<file path="src/rtl/alu_seq_pkg.sv">
// Shared types and constants for the ALU sequencer: FSM states, opcodes,
// ALU unit encodings and the decoded control word.
package alu_seq_pkg;

    typedef enum logic [1:0] {
        IDLE  = 2'd0,
        FETCH = 2'd1,
        EXEC  = 2'd2
    } state_t;

    typedef enum logic [3:0] {
        OP_ADD  = 4'h0,
        OP_SUB  = 4'h1,
        OP_AND  = 4'h2,
        OP_NAND = 4'h3,
        OP_SHL  = 4'h4,
        OP_SHR  = 4'h5,
        OP_LD   = 4'h6,
        OP_OR   = 4'h7,
        OP_XOR  = 4'h8,
        OP_MUL  = 4'h9,
        OP_LDI  = 4'hA,
        OP_ST   = 4'hB,
        OP_BNEZ = 4'hC,
        OP_JMP  = 4'hD,
        OP_NOP  = 4'hE,
        OP_HALT = 4'hF
    } opcode_t;

    localparam logic [2:0] U_ADD     = 3'b000;
    localparam logic [2:0] U_LOGIC   = 3'b001;
    localparam logic [2:0] U_SHIFT   = 3'b010;
    localparam logic [2:0] U_LOAD    = 3'b011;
    localparam logic [2:0] U_OR      = 3'b100;
    localparam logic [2:0] U_XOR     = 3'b101;
    localparam logic [2:0] U_MUL     = 3'b110;
    localparam logic [2:0] U_PASSACC = 3'b111;

    localparam logic [7:0] INSTR_NOP = 8'hE0;

    typedef struct packed {
        logic [2:0] unit_sel;
        logic       op_sel;
        logic       imm_sel;
        logic       acc_we;
        logic       rf_we;
        logic       is_bnez;
        logic       is_jmp;
        logic       is_halt;
    } ctrl_t;

    // Control word that leaves the ALU passing the accumulator and touches nothing.
    function automatic ctrl_t ctrl_quiet();
        ctrl_t c;
        c          = '0;
        c.unit_sel = U_PASSACC;
        return c;
    endfunction

endpackage

</file>
<file path="src/rtl/alu_seq_decode.sv">
// Combinational opcode decoder: maps the 4-bit opcode onto the ALU control word.
module alu_seq_decode
    import alu_seq_pkg::*;
(
    input  logic [3:0] opcode,
    output ctrl_t      ctrl
);

    always_comb begin
        ctrl = ctrl_quiet();
        case (opcode)
            OP_ADD:  begin ctrl.unit_sel = U_ADD;   ctrl.acc_we = 1'b1; end
            OP_SUB:  begin ctrl.unit_sel = U_ADD;   ctrl.op_sel = 1'b1; ctrl.acc_we = 1'b1; end
            OP_AND:  begin ctrl.unit_sel = U_LOGIC; ctrl.acc_we = 1'b1; end
            OP_NAND: begin ctrl.unit_sel = U_LOGIC; ctrl.op_sel = 1'b1; ctrl.acc_we = 1'b1; end
            OP_SHL:  begin ctrl.unit_sel = U_SHIFT; ctrl.acc_we = 1'b1; end
            OP_SHR:  begin ctrl.unit_sel = U_SHIFT; ctrl.op_sel = 1'b1; ctrl.acc_we = 1'b1; end
            OP_LD:   begin ctrl.unit_sel = U_LOAD;  ctrl.acc_we = 1'b1; end
            OP_OR:   begin ctrl.unit_sel = U_OR;    ctrl.acc_we = 1'b1; end
            OP_XOR:  begin ctrl.unit_sel = U_XOR;   ctrl.acc_we = 1'b1; end
            OP_MUL:  begin ctrl.unit_sel = U_MUL;   ctrl.acc_we = 1'b1; end
            // LDI reuses the load unit but sources the immediate instead of the register file
            OP_LDI:  begin ctrl.unit_sel = U_LOAD;  ctrl.imm_sel = 1'b1; ctrl.acc_we = 1'b1; end
            OP_ST:   ctrl.rf_we   = 1'b1;
            OP_BNEZ: ctrl.is_bnez = 1'b1;
            OP_JMP:  ctrl.is_jmp  = 1'b1;
            OP_NOP:  ctrl.unit_sel = U_PASSACC;
            OP_HALT: ctrl.is_halt = 1'b1;
        endcase
    end

endmodule

</file>
<file path="src/rtl/alu_sequencer.sv">
// Multi-cycle IDLE/FETCH/EXEC control unit for the 8-bit ALU; owns pc, acc and the
// instruction register and drives the ALU and register-file control signals.
module alu_sequencer
    import alu_seq_pkg::*;
#(
    parameter int PC_W = 8
) (
    input  logic            clk_in,
    input  logic            rst_n_in,
    input  logic            start_in,
    output logic            imem_req_out,
    output logic [PC_W-1:0] imem_addr_out,
    input  logic            imem_valid_in,
    input  logic [7:0]      imem_data_in,
    output logic [3:0]      rf_addr_out,
    output logic            rf_we_out,
    output logic [7:0]      rf_wdata_out,
    output logic            imm_sel_out,
    output logic [7:0]      imm_out,
    output logic [2:0]      unit_sel_out,
    output logic            op_sel_out,
    input  logic [7:0]      alu_res_in,
    output logic [7:0]      acc_out,
    output logic [PC_W-1:0] pc_out,
    output logic            busy_out,
    output logic            done_out
);

    state_t          state;
    logic [PC_W-1:0] pc;
    logic [7:0]      acc;
    logic [7:0]      instr;
    logic            done;
    ctrl_t           ctrl;
    logic            exec;
    logic signed [3:0] br_off;
    logic [PC_W-1:0] br_off_ext;
    logic [PC_W-1:0] pc_next;

    alu_seq_decode u_decode (
        .opcode (instr[7:4]),
        .ctrl   (ctrl)
    );

    assign exec       = (state == EXEC);
    assign br_off     = $signed(instr[3:0]);
    assign br_off_ext = PC_W'(br_off);

    // Branch offsets are relative to the branch itself, so a zero offset spins in place.
    always_comb begin
        pc_next = pc + PC_W'(1);
        if (ctrl.is_halt)
            pc_next = pc;
        else if (ctrl.is_jmp)
            pc_next = PC_W'(instr[3:0]);
        else if (ctrl.is_bnez && (acc != 8'h00))
            pc_next = pc + br_off_ext;
    end

    always_ff @(posedge clk_in) begin
        if (!rst_n_in) begin
            state <= IDLE;
            pc    <= '0;
            acc   <= '0;
            instr <= INSTR_NOP;
            done  <= 1'b0;
        end else begin
            done <= 1'b0;
            case (state)
                IDLE: begin
                    if (start_in) begin
                        pc    <= '0;
                        state <= FETCH;
                    end
                end
                FETCH: begin
                    if (imem_valid_in) begin
                        instr <= imem_data_in;
                        state <= EXEC;
                    end
                end
                EXEC: begin
                    if (ctrl.acc_we)
                        acc <= alu_res_in;
                    pc <= pc_next;
                    if (ctrl.is_halt) begin
                        state <= IDLE;
                        done  <= 1'b1;
                    end else begin
                        state <= FETCH;
                    end
                end
                default: state <= IDLE;
            endcase
        end
    end

    assign imem_req_out  = (state == FETCH);
    assign imem_addr_out = pc;
    assign pc_out        = pc;
    assign acc_out       = acc;
    assign rf_wdata_out  = acc;
    assign rf_addr_out   = instr[3:0];
    assign imm_out       = {4'h0, instr[3:0]};
    assign busy_out      = (state != IDLE);
    assign done_out      = done;

    // Decode only reaches the ALU and register file while executing.
    assign unit_sel_out = exec ? ctrl.unit_sel : U_PASSACC;
    assign op_sel_out   = exec & ctrl.op_sel;
    assign imm_sel_out  = exec & ctrl.imm_sel;
    assign rf_we_out    = exec & ctrl.rf_we;

endmodule
</file>
<file path="config.mk">
export PLATFORM = sky130hd
export DESIGN_NAME = alu_sequencer
export DESIGN_NICKNAME = d
export VERILOG_FILES = /design/src/rtl/alu_seq_pkg.sv /design/src/rtl/alu_seq_decode.sv /design/src/rtl/alu_sequencer.sv
export SDC_FILE = /design/constraint.sdc
export NUM_CORES = 1
export LEC_CHECK = 0
export ABC_AREA = 1
export CORE_UTILIZATION = 46
export CTS_CLUSTER_DIAMETER = 50
export DETAILED_ROUTE_END_ITERATION = 7
export PLACE_DENSITY_LB_ADDON = 0.3
export SETUP_SLACK_MARGIN = 0.02
export SYNTH_ARGS = -nofsm -noshare
export SYNTH_HDL_FRONTEND = slang
export SYNTH_SLANG_ARGS = --single-unit
</file>
<file path="constraint.sdc">
create_clock -name clk_in -period 5.9 [get_ports clk_in]
set_clock_uncertainty 0.1 [all_clocks]
set_input_delay 0.59 -clock clk_in [delete_from_list [all_inputs] [get_ports clk_in]]
set_output_delay 0.59 -clock clk_in [all_outputs]
set_load 0.02 [all_outputs]
</file>
### Word-level counts from Yosys, hierarchy flattened

Index checks and enable logic that the tools add are counted.

| storage, ports and cells | value |
|---|---|
| register bits after elaboration | 27 |
| output and inout port bits | 53 |
| word-level logic and storage cells | 65 |

| operators by class | value |
|---|---|
| $add $sub $neg | 2 |
| equality and inequality tests | 19 |
| multiplexer cells | 19 |
| bitwise operators | 3 |
| reductions and logical operators | 17 |

Operator list:

| operator | count |
|---|---|
| two-way mux 8 bit | 4 |
| equality test 4 bit, second input constant | 7 |
| case mux 3 bit (7 select lines) | 1 |
| equality test 4 x 3 -> 1 bit, second input constant | 4 |
| case mux 8 bit (2 select lines) | 1 |
| OR reduction 11 bit | 1 |
| two-way mux 1 bit | 9 |
| adder 8 x 1 -> 8 bit, second input constant | 1 |
| adder 8 bit | 1 |
| equality test 4 x 2 -> 1 bit, second input constant | 2 |
| AND reduction 2 bit | 4 |
| nonzero test 8 bit | 1 |
| OR reduction 2 bit | 4 |
| case mux 2 bit (3 select lines) | 1 |
| equality test 4 x 1 -> 1 bit, second input constant | 1 |
| logical NOT 4 bit | 1 |
| two-way mux 2 bit | 2 |
| inequality test 2 bit, second input constant | 2 |
| nonzero test 2 bit | 2 |
| bitwise AND 1 bit | 3 |
| two-way mux 3 bit | 1 |
| AND reduction 3 bit | 1 |
| OR reduction 3 bit | 1 |
| equality test 2 x 1 -> 1 bit, second input constant | 1 |
| 4 further kinds | 4 |

### Depth between registers and ports, before layout

| logic depth | value |
|---|---|
| word-level depth | 7 |
| mapped depth | 16 |
| mapped depth without buffers | 16 |

### Modules after synthesis

From an unflattened synthesis, not the netlist that was laid out.

| unflattened totals | value |
|---|---|
| cell total of the unflattened synthesis | 261 |
| area, all modules | 1781.7 sq um |

By module, submodules not included:

| module | instances | cells an instance | area each (sq um) | seq. area each (sq um) |
|---|---|---|---|---|
| alu_sequencer | 1 | 227 | 1635.3 | 540.5 |
| alu_seq_decode | 1 | 34 | 146.4 | 0.0 |

### Worst setup path after synthesis

No wires, ideal clock.

| path | value |
|---|---|
| path type | flip-flop to output port |
| start | register state[1] |
| end | output port op_sel_out |
| arrival | 1.636 ns |
| required time | 5.210 ns |
| path slack | 3.574 ns |
| stages on the path, launching flop included | 5 |
| path buffers | 0 |
| path through | dfxtp_1 inv_1 nor2_1 inv_1 a2111oi_0 |

| between the ends | value |
|---|---|
| cells in the longest elaborated chain, start to end | 2 |

Ends and longest elaborated chain:

| what | RTL line | text |
|---|---|---|
| start, declared | alu_sequencer.sv:29 | `state_t state;` |
| start signal, assigned | alu_sequencer.sv:62 | `state <= IDLE;` |
| start signal, assigned | alu_sequencer.sv:73 | `state <= FETCH;` |
| start signal, assigned | alu_sequencer.sv:79 | `state <= EXEC;` |
| equality test 2 bit | alu_sequencer.sv:45 | `assign exec = (state == EXEC);` |
| bitwise AND 1 bit | alu_sequencer.sv:110 | `assign op_sel_out = exec & ctrl.op_sel;` |
| end, declared | alu_sequencer.sv:21 | `output logic op_sel_out,` |

No other way between the ends.

### Final worst setup path

Same ends and word-level chain as after synthesis.

==> parameters.txt <==
Parameter                              Value

Worst setup path
  Data arrival time of the critical path ... slightly above 2 ns
  Beginning of the worst register-to-register path ... instr[7]
  Startpoint-to-endpoint class of the critical path ... flop to output pin
  Length in cells of the worst reg-to-reg path ... 13
  Worst R2R End ... imem_addr_out[6]
  Cell mode on critical path ... sky130_fd_sc_hd__inv_1
  Gate family responsible for the most delay along the worst path ... buffers and inverters
  Delay of the slowest cell on the worst path ... ~0.69 ns
  Critical-path top delay cell ... sky130_fd_sc_hd__clkdlybuf4s50_1
  Reg-to-reg setup timing slack ... between 3 and 4 ns
  Setup crit end kind ... output pin
  Buf/Inv on CP ... 3
  Crit start category ... flop
  CP cell instances ... inv_1 > nor2_1 > inv_1 > a2111oi_0 > clkdlybuf4s50_1
  Critical path fanouts, max ... 7
  Data required time of the worst path ... approximately 5.2 ns

CTS
  Clock edge transition at the registers on the reported setup and hold paths ... about 0.10 ns
  Number of sinks handled by clock tree synthesis ... 27
  Worst-Skew Late Latency ... 0.28 ns
  Root buffer selected by CTS ... sky130_fd_sc_hd__clkbuf_8
  Clock tree from TritonCTS ... yes
  Total number of H-tree levels ... 1
  Clock buffers created by TritonCTS ... 3
  Clock buffer depth ... 2
  Total of hold buffers inserted after clock tree synthesis ... 0
  Number of resized instances in the post-cts repair step ... 0
  Post CTS Setup Buffer Count ... 0

Power and ir drop
  Ratio of total power to cell area ... 159.7 nW/um^2
  Leak ... 0.9515 nW
  IR drop worst, VDD ... between 0.1 and 0.15 mV

Synthesis
  Avg Synthesized Cell Area ... between 7 and 8 um^2
  Proportion of netlist area held by the largest area contributor ... a little under a third
  Most used flip-flop cell after synthesis ... sky130_fd_sc_hd__dfxtp_1
  Simple-gate share of the synthesized area ... approximately 22%
  Dominant combinational cell family by area after synthesis ... simple AND/OR/NAND/NOR gates
  XOR/XNOR Fraction of Synth Area ... between 1 and 1.5%
  Arithmetic-cell share of the synthesized area counting full adders, half adders and majority gates ... 5.452%
  Yosys warns ... 0
  Synth cell count leaders ... sky130_fd_sc_hd__nand2_1, sky130_fd_sc_hd__inv_1, sky130_fd_sc_hd__buf_4, sky130_fd_sc_hd__dfxtp_1, sky130_fd_sc_hd__a21oi_1
  Cell with the most instances after synthesis ... sky130_fd_sc_hd__nand2_1
  Count of flip-flops with a built-in enable after synthesis ... 0
  Cell Area, Synth ... approximately 1700 um^2
  Post-synthesis cell count ... approximately 250
  Post-synthesis cell type with the largest combined area ... sky130_fd_sc_hd__dfxtp_1
  Register area share after synthesis ... a little under a third
  Compound-cell area share of the yosys netlist ... about a fifth
  Yosys reg bits ... 27
  Count of distinct cell types in the synthesized netlist ... 33
  Mux contribution to synthesized area ... 0%
  Top post-synthesis cells by area ... sky130_fd_sc_hd__dfxtp_1, sky130_fd_sc_hd__buf_4, sky130_fd_sc_hd__nand2_1
  Share of synthesized registers carrying an async set or reset ... 0%

Finish
  Synthesis-to-finish area growth ... 32.50%
  N_diodes ... 0
  Share of layout cells above drive strength 1 ... 8.014%
  Post-route core utilization ... between 60% and 70%
  Non-Filler Cell Area, Final ... about 2300 um^2
  Net count, final ... 315

Die
  Starting density of the core ... between 40% and 50%
  Number of top-level pins ... between 70 and 80
  Floorplan die area ... a little over 4000 um^2
  Height of the chip ... between 60 and 70 um
  Width of the die ... 63.58 um
  Site Rows ... 22
  Placeable Area ... roughly 3700 um^2

Drt
  Final wirelength ... 3.906 mm
  Detailed-route vias per instance ... 5.009
  WL/cell ... between 10 and 15 um
  Drc violations ... 0
  Antenna-violating nets left ... 0
  Total vias in the final route ... between 1500 and 2000
  1st-pass router iterations ... 4
  Number of DRC violations after detailed-routing iteration 0 ... 63

Place
  Pre-CTS WS ... 3.443 ns
  Gpl congestion ... 0.9054
  Sum of net half-perimeters after detailed placement ... 3.018 mm
  Number of buffers inserted by port buffering ... 68
  Placed cell areas ... between 2000 and 2500 um^2

Global route
  Total GRT Usage ... between 20% and 30%
  Vias in the first global route ... 1551
  Initial antenna violation count ... 0
  First-pass GRT wire length ... roughly 6.6 mm
  Grt total ovfl ... 0
  Pin count of the biggest net entering global routing ... 17

Timing
  Max Clock Freq ... 366.9 MHz
  Unrepaired setup endpoints after global routing ... false
  Worst slew margin ... between 60 and 70%
  Final Worst Setup Slack ... ~3.2 ns
  Time the worst path needs with I/O delays and setup ... ~2.7 ns
  Final Slew Violations ... 0
  Summed negative setup slack over all endpoints ... 0 ns
  # setup viols final ... 0
  Final-report hold violation count ... 0
  Actual slew at the worst max-slew pin ... 0.5121 ns
  Share of the cycle needed by the critical path after routing ... 46.20%

Flow run
  Maximum Capacitance Violations ... 0

Min path
  Worst Hold Class ... flop to flop
  Count of cells along the worst hold path ... 2
  WHS Endpoint ... acc_out[6]
  Startpoint of the most critical hold path ... acc_out[6]

Status
  Status ... completed
## per-layer routing
metal,track usage (%),wire length [um],vias up
met3,2.899,203,4
met2,36.30,1940,64
li1,-,-,847
met4,5.966,44,0
met1,24.89,1718,763
met5,0,0,-
## metrics by stage
step | hold slack (ns) | total power [mW] | cells
final | 0.3846 | 0.3690 | 335
after global routing | 0.4147 | 0.3875 | 335
after CTS | 0.3901 | 0.3721 | 335
after detailed placement | 0.3739 | 0.2635 | 331
after global placement | 0.3716 | 0.2625 | 331
after floorplan | 0.3704 | 0.2400 | 248
## area by class of cell
type	instances	area (um^2)
clock buffers	3	41.29
multi-input cells	151	842.1
repair buffers	68	680.7
inverters	37	138.9
well taps	48	60.06
fillers	347	1350
clock inverters	1	7.507
flip-flops and latches	27	540.5
## cells in the final DEF, fill, tap and decap left out, drive strengths merged
master	count
clkdlybuf4s50	68
nand2	48
inv	37
a21oi	29
dfxtp	27
o21ai	19
nor2	15
nand3	9
ha	6
o211ai	5
conb	4
nand4	3
clkbuf	3
nor3	2
nor4	2
xor2	2
a211oi	1
a2111oi	1
or2	1
a21boi	1
a21o	1
nand3b	1
fa	1
clkinvlp	1
## report_power, final
part / switching (mW) / internal [mW]
clock network: 0.0613 / 0.0480
registers: 0.00630 / 0.187
logic: 0.0368 / 0.0294
## flip-flops by register name, summed over array words and instances, names as in the netlist
| register | flops |
|---|---|
| acc_out | 8 |
| done_out | 1 |
| instr | 8 |
| state | 2 |
| imem_addr_out | 8 |
## logic make-up after synthesis
family,Yosys count
AND/OR/NAND/NOR,81
adder cells (fa/ha/maj),7
buffers and inverters,70
XOR/XNOR,2
AO/OA/AOI/OAI,57
flip-flops,27
other,1
## worst max-delay path by stage
stage          slack [ns]                to  startpoint  cells after the start
6_report             3.17        op_sel_out    state[1]                      5
5_1_grt              3.01        op_sel_out    state[1]                      5
4_1_cts              3.15        op_sel_out    state[1]                      5
3_5_place_dp         3.44  imem_addr_out[6]    instr[7]                     13
3_3_place_gp         3.54        op_sel_out    state[1]                      5
2_1_floorplan        3.57        op_sel_out    state[1]                      4
## worst reg2reg max path: cells and delay by family, from the launching register on
family                     cells  cell delay (ns)
DFF                            1             0.51
buffers and inverters          1             0.07
adders and majority gates      1             0.42
AOI/OAI and AO/OA              2             0.39
and+or+nand+nor                9             0.98
Power figures use the tool's default switching activity.
